## src/rtl/uart_tx_frame_ctrl_if.sv

```systemverilog
// uart_tx_frame_ctrl_if: requester handshake, baud-generator and serial-line signals of the UART framer.
interface uart_tx_frame_ctrl_if #(
    parameter int DATA_BITS = 8
);
    logic [DATA_BITS-1:0] tx_data;
    logic tx_valid;
    logic tx_ready;
    logic tx_tick;
    logic baud_gen_en;
    logic tx_line;
    logic tx_busy;
    logic tx_done;
    modport master (
        output tx_data, tx_valid, tx_tick,
        input  tx_ready, baud_gen_en, tx_line, tx_busy, tx_done
    );
    modport slave (
        input  tx_data, tx_valid, tx_tick,
        output tx_ready, baud_gen_en, tx_line, tx_busy, tx_done
    );
endinterface

```

## src/rtl/uart_tx_frame_ctrl.sv

```systemverilog
// uart_tx_frame_ctrl: UART frame transmitter (start, DATA_BITS LSB-first, optional parity, STOP_BITS stops).
// Define UART_TX_PARITY_EN to compile in one even-parity bit between data and stop.
module uart_tx_frame_ctrl #(
    parameter int DATA_BITS = 8,
    parameter int STOP_BITS = 1
) (
    input logic tx_clk,
    input logic rst,
    uart_tx_frame_ctrl_if.slave bus
);
    localparam int CW = $clog2(DATA_BITS + 1);
    typedef enum logic [2:0] {
        IDLE,
        START,
        DATA,
`ifdef UART_TX_PARITY_EN
        PARITY,
`endif
        STOP
    } state_t;
    state_t state, state_n;
    logic [DATA_BITS-1:0] shift, shift_n;
    logic [CW-1:0] cnt, cnt_n;
    logic stop_cnt, stop_cnt_n;
    logic line, line_n;
    logic ready, ready_n;
    logic busy, busy_n;
    logic done, done_n;
    logic en, en_n;
    logic last_data;
`ifdef UART_TX_PARITY_EN
    logic par, par_n;
`endif
    assign last_data = cnt == CW'(DATA_BITS - 1);
    always_ff @(posedge tx_clk) begin
        if (rst) begin
            state    <= IDLE;
            shift    <= '0;
            cnt      <= '0;
            stop_cnt <= 1'b0;
            line     <= 1'b1;
            ready    <= 1'b1;
            busy     <= 1'b0;
            done     <= 1'b0;
            en       <= 1'b0;
`ifdef UART_TX_PARITY_EN
            par      <= 1'b0;
`endif
        end else begin
            state    <= state_n;
            shift    <= shift_n;
            cnt      <= cnt_n;
            stop_cnt <= stop_cnt_n;
            line     <= line_n;
            ready    <= ready_n;
            busy     <= busy_n;
            done     <= done_n;
            en       <= en_n;
`ifdef UART_TX_PARITY_EN
            par      <= par_n;
`endif
        end
    end
    // Every output is computed one cycle ahead so the ports come straight from flops.
    always_comb begin
        state_n    = state;
        shift_n    = shift;
        cnt_n      = cnt;
        stop_cnt_n = stop_cnt;
        line_n     = line;
        ready_n    = ready;
        busy_n     = busy;
        done_n     = 1'b0;
        en_n       = en;
`ifdef UART_TX_PARITY_EN
        par_n      = par;
`endif
        case (state)
            IDLE: if (bus.tx_valid && ready) begin
                state_n = START;
                shift_n = bus.tx_data;
                line_n  = 1'b0;
                en_n    = 1'b1;
                busy_n  = 1'b1;
                ready_n = 1'b0;
`ifdef UART_TX_PARITY_EN
                par_n   = ^bus.tx_data;
`endif
            end
            START: if (bus.tx_tick) begin
                state_n = DATA;
                line_n  = shift[0];
                cnt_n   = '0;
            end
            DATA: if (bus.tx_tick) begin
                shift_n = shift >> 1;
                cnt_n   = cnt + 1'b1;
                if (last_data) begin
`ifdef UART_TX_PARITY_EN
                    state_n = PARITY;
                    line_n  = par;
`else
                    state_n    = STOP;
                    line_n     = 1'b1;
                    stop_cnt_n = 1'b0;
`endif
                end else begin
                    line_n = shift[1];
                end
            end
`ifdef UART_TX_PARITY_EN
            PARITY: if (bus.tx_tick) begin
                state_n    = STOP;
                line_n     = 1'b1;
                stop_cnt_n = 1'b0;
            end
`endif
            // Dropping the baud enable only here leaves the generator at zero for the next start bit.
            STOP: if (bus.tx_tick) begin
                if (stop_cnt == 1'(STOP_BITS - 1)) begin
                    state_n = IDLE;
                    done_n  = 1'b1;
                    en_n    = 1'b0;
                    ready_n = 1'b1;
                    busy_n  = 1'b0;
                end else begin
                    stop_cnt_n = 1'b1;
                end
            end
            default: state_n = IDLE;
        endcase
    end
    assign bus.tx_line     = line;
    assign bus.tx_ready    = ready;
    assign bus.tx_busy     = busy;
    assign bus.tx_done     = done;
    assign bus.baud_gen_en = en;
endmodule

```

## src/flat_wrapper.sv

```systemverilog
// flat-port wrapper written by rule: the top's interface ports become plain ports
module uart_tx_frame_ctrl_flat 
#(
    parameter int DATA_BITS = 8,
    parameter int STOP_BITS = 1
)
  (tx_clk, rst, bus_tx_data, bus_tx_valid, bus_tx_tick, bus_tx_ready, bus_baud_gen_en, bus_tx_line, bus_tx_busy, bus_tx_done);
  uart_tx_frame_ctrl_if #(.DATA_BITS(DATA_BITS)) bus_i ();
  input logic tx_clk;
  input logic rst;
  input wire logic [$bits(bus_i.tx_data)-1:0] bus_tx_data;
  input wire logic [$bits(bus_i.tx_valid)-1:0] bus_tx_valid;
  input wire logic [$bits(bus_i.tx_tick)-1:0] bus_tx_tick;
  output wire logic [$bits(bus_i.tx_ready)-1:0] bus_tx_ready;
  output wire logic [$bits(bus_i.baud_gen_en)-1:0] bus_baud_gen_en;
  output wire logic [$bits(bus_i.tx_line)-1:0] bus_tx_line;
  output wire logic [$bits(bus_i.tx_busy)-1:0] bus_tx_busy;
  output wire logic [$bits(bus_i.tx_done)-1:0] bus_tx_done;
  assign bus_i.tx_data = bus_tx_data;
  assign bus_i.tx_valid = bus_tx_valid;
  assign bus_i.tx_tick = bus_tx_tick;
  assign bus_tx_ready = bus_i.tx_ready;
  assign bus_baud_gen_en = bus_i.baud_gen_en;
  assign bus_tx_line = bus_i.tx_line;
  assign bus_tx_busy = bus_i.tx_busy;
  assign bus_tx_done = bus_i.tx_done;
  uart_tx_frame_ctrl #(.DATA_BITS(DATA_BITS), .STOP_BITS(STOP_BITS)) u_core (.tx_clk(tx_clk), .rst(rst), .bus(bus_i));
endmodule
```

## config.mk

```make
export PLATFORM = sky130hd
export DESIGN_NAME = uart_tx_frame_ctrl_flat
export DESIGN_NICKNAME = d
export VERILOG_FILES = /design/src/rtl/uart_tx_frame_ctrl_if.sv /design/src/rtl/uart_tx_frame_ctrl.sv /design/src/flat_wrapper.sv
export SDC_FILE = /design/constraint.sdc
export NUM_CORES = 1
export LEC_CHECK = 0
export ABC_AREA = 1
export CAP_MARGIN = 20
export CORE_MARGIN = 2
export CORE_UTILIZATION = 50
export DETAILED_ROUTE_END_ITERATION = 10
export GPL_TIMING_DRIVEN = 0
export PLACE_DENSITY = 0.87
export SYNTH_ARGS = -nofsm -noshare
export SYNTH_HDL_FRONTEND = slang
export SYNTH_SLANG_ARGS = --single-unit
export TNS_END_PERCENT = 100
```

## constraint.sdc

```tcl
create_clock -name tx_clk -period 1.8 [get_ports tx_clk]
set_clock_uncertainty 0.1 [all_clocks]
set_input_delay 0.36 -clock tx_clk [delete_from_list [all_inputs] [get_ports tx_clk]]
set_output_delay 0.36 -clock tx_clk [all_outputs]
set_load 0.03 [all_outputs]
```

==> results.yml <==
min_path:
  hold_depth: 2
  hold_class: "flip-flop to flip-flop"
synthesis:
  synth_ff_type: "dfxtp_1"
  async_flop_share: 0
  synth_seq_cells: 18
  synth_edf_count: 0
  seq_area_frac_synth: 0.355
  synth_cells: 143
  syn-num-nets: 162
  ys_warn_count: 0
  mappedNetlistArea_mm2: 0.00101
  synth_cell_type_count: 23
  synth_area_per_cell_um2: 7.10
grt:
  grt_pass1_vias: 881
  grt.overflow.total: 0
  antenna_found_initial: 0
  grt_max_degree: 11
  grt_usage: 0.182
  grt_first_pass_wirelength_um: 3590
sta:
  worstMarginPinSlew_ns: 0.319
  period_minus_slack_ns: 1.73
  setup_viol: 0
  relSlewSlack: 0.787
  setup_tns_ns: 0
  min_period_over_period: 0.959
  max_freq_mhz: 579
  drv_slew: 0
  hold_viol: 0
  setup_ws_ns: 0.0742
  grt_setup_unrepaired: "false"
setup_path:
  cp.depth: 1
  cp-start-kind: "flip-flop"
  crit_path_top_delay_cell: "clkdlybuf4s50_1"
  path_buf_inv: 1
  r2r_cells: 9
  critPathTopFamily: "buffers and inverters"
  critPathKind: "flip-flop to primary output"
  slowest_delay_ns: 0.66
  worstPathArrival_ns: 1.27
  crit_fanout: 1
  end_kind: "primary output"
  required_ns: 1.34
  path_cells: "clkdlybuf4s50_1"
routing:
  wirelength_um: 1960
  drt-pass1-iter-count: 4
  drcViolationCount: 0
  top_layer_used: "met4"
  drt_iter0_drc: 38
  antenna_left: 0
  wl_per_cell_um: 10.3
  wl_met2_um: 1020
  route.met3.wl_um: 69
  num_vias: 921
  wl_met1_um: 856
  vias_per_cell: 4.85
clock_tree:
  clock_path_buffers: 2
  clk_pin_slew_ns: 0.10
  cts_sinks: 18
  insertion_delay_ns: 0.29
  cts_buffers: 3
  cts-root-buf: "clkbuf_4"
  cts_tree: "yes"
  htreeDepth: 1
floorplan:
  die_h_um: 49.1
  row_count: 16
  top_level_ports: 17
  die-area_mm2: 0.00241
  initial_core_util: 0.523
  die_width_um: 49.1
  core_area_mm2: 0.00194
power_and_ir_drop:
  p_leak_nw: 0.583
  total_power_mw: 1.82
  vdd_ir_drop_max_mv: 0.915
  powerDensity_mw_per_mm2: 1460
flow_run:
  drv_cap: 0
cells_and_area:
  final_core_util: 0.640
  fillers: 173
  fin_cells: 190
  regArea_um2: 360
  nets: 183
  antenna-diode-count: 0
  layout-drive-gt1-share: 0.129
  syn_to_final_growth_pct: 22.6
  multi_input_area_um2: 562
placed_design:
  globalplace.congestion: 0.885
  portBuffers: 16
  dpl.hpwl_um: 1560
  dpl_worst_slack_ns: 0.121
  dpl.cell_count: 186
outcome:
  status: "finished clean"
[power breakdown]
| part | switching [mW] | total [mW] | internal [mW] | leakage [nW] |
|---|---|---|---|---|
| registers | 0.0855 | 0.608 | 0.523 | 0.148 |
| logic | 0.599 | 0.964 | 0.365 | 0.414 |
| clock network | 0.120 | 0.243 | 0.123 | 0.0210 |
[stage by stage]
step | hold WS [ns] | area (um2)
after floorplan | 0.327 | 1010
final | 0.373 | 1240
after global placement | 0.341 | 1210
after CTS | 0.376 | 1240
after global routing | 0.398 | 1240
after detailed placement | 0.359 | 1210
[synthesized netlist by cell type (2+ instances only)]
| cell | n | area, um2 |
|---|---|---|
| a21oi_1 | 8 | 40.0 |
| buf_6 | 2 | 22.5 |
| dfxtp_1 | 18 | 360 |
| ha_1 | 7 | 87.6 |
| inv_1 | 12 | 45.0 |
| inv_4 | 2 | 12.5 |
| nand2_1 | 41 | 154 |
| nand2_2 | 4 | 25.0 |
| nand3_1 | 5 | 25.0 |
| nand4_1 | 2 | 12.5 |
| nor2_1 | 18 | 67.6 |
| nor2_2 | 2 | 12.5 |
| nor2_4 | 2 | 22.5 |
| nor3_1 | 2 | 10.0 |
| o21ai_0 | 7 | 35.0 |
| o21ai_1 | 2 | 10.0 |
| o21ai_2 | 2 | 17.5 |
| xor2_1 | 2 | 17.5 |
[registers in the layout, summed over array words and instances (netlist names)]
name and count:
u_core.bus.tx_ready 1, u_core.cnt 4, u_core.state 2, u_core.shift 8, u_core.bus.tx_line 1, u_core.bus.tx_busy 1, u_core.bus.tx_done 1
[worst paths after layout]
kind                                         start               to  slack (ns)
worst min-delay path               u_core.shift[4]  u_core.shift[4]        0.37
worst max-delay path            u_core.bus.tx_done      bus_tx_done        0.07
worst max register to register     u_core.state[0]  u_core.shift[3]        0.20
worst min register to register     u_core.shift[4]  u_core.shift[4]        0.37
[cell type report]
class	instances	area share
clock buffer	4	0.0292
tap	27	0.0272
timing repair buffer	16	0.128
buffer	4	0.0282
sequential	18	0.290
multi-input combinational	107	0.452
inverter	14	0.0463
[layer usage]
metal,vias to the layer above,GRT usage
li1,489,-
met1,412,0.234
met2,16,0.320
met3,4,0.0276
met4,0,0.0429
met5,-,0
[timing repair]
item | in CTS | in global routing
endpoints found under the setup margin | 3 | 1
buffers inserted | 0 | 0
gates resized for setup | 3 | 1
pin swaps | 0 | 0
hold buffers | 0 | 0
[cells in the final DEF (no fill, tap or decap), drive strengths merged]
master,n
nand4,2
nand3,5
xor2,2
buf,4
ha,7
clkdlybuf4s50,12
o211ai,1
nand2,46
inv,14
dfxtp,18
clkbuf,4
dlymetal6s2s,1
dlygate4sd2,3
or2,1
o21ai,11
a21oi,8
nor3,2
nor2,22
[cell families (layout without fill, tap and decap cells)]
group | Yosys count | after routing | synth area share
AND/OR/NAND/NOR | 78 | 78 | 0.342
AO/OA/AOI/OAI | 20 | 20 | 0.109
flip-flops | 18 | 18 | 0.355
buffers and inverters | 18 | 38 | 0.0912
adder cells (fa/ha/maj) | 7 | 7 | 0.0863
XOR/XNOR | 2 | 2 | 0.0173
No activity file was read; power rests on OpenSTA's default activity.
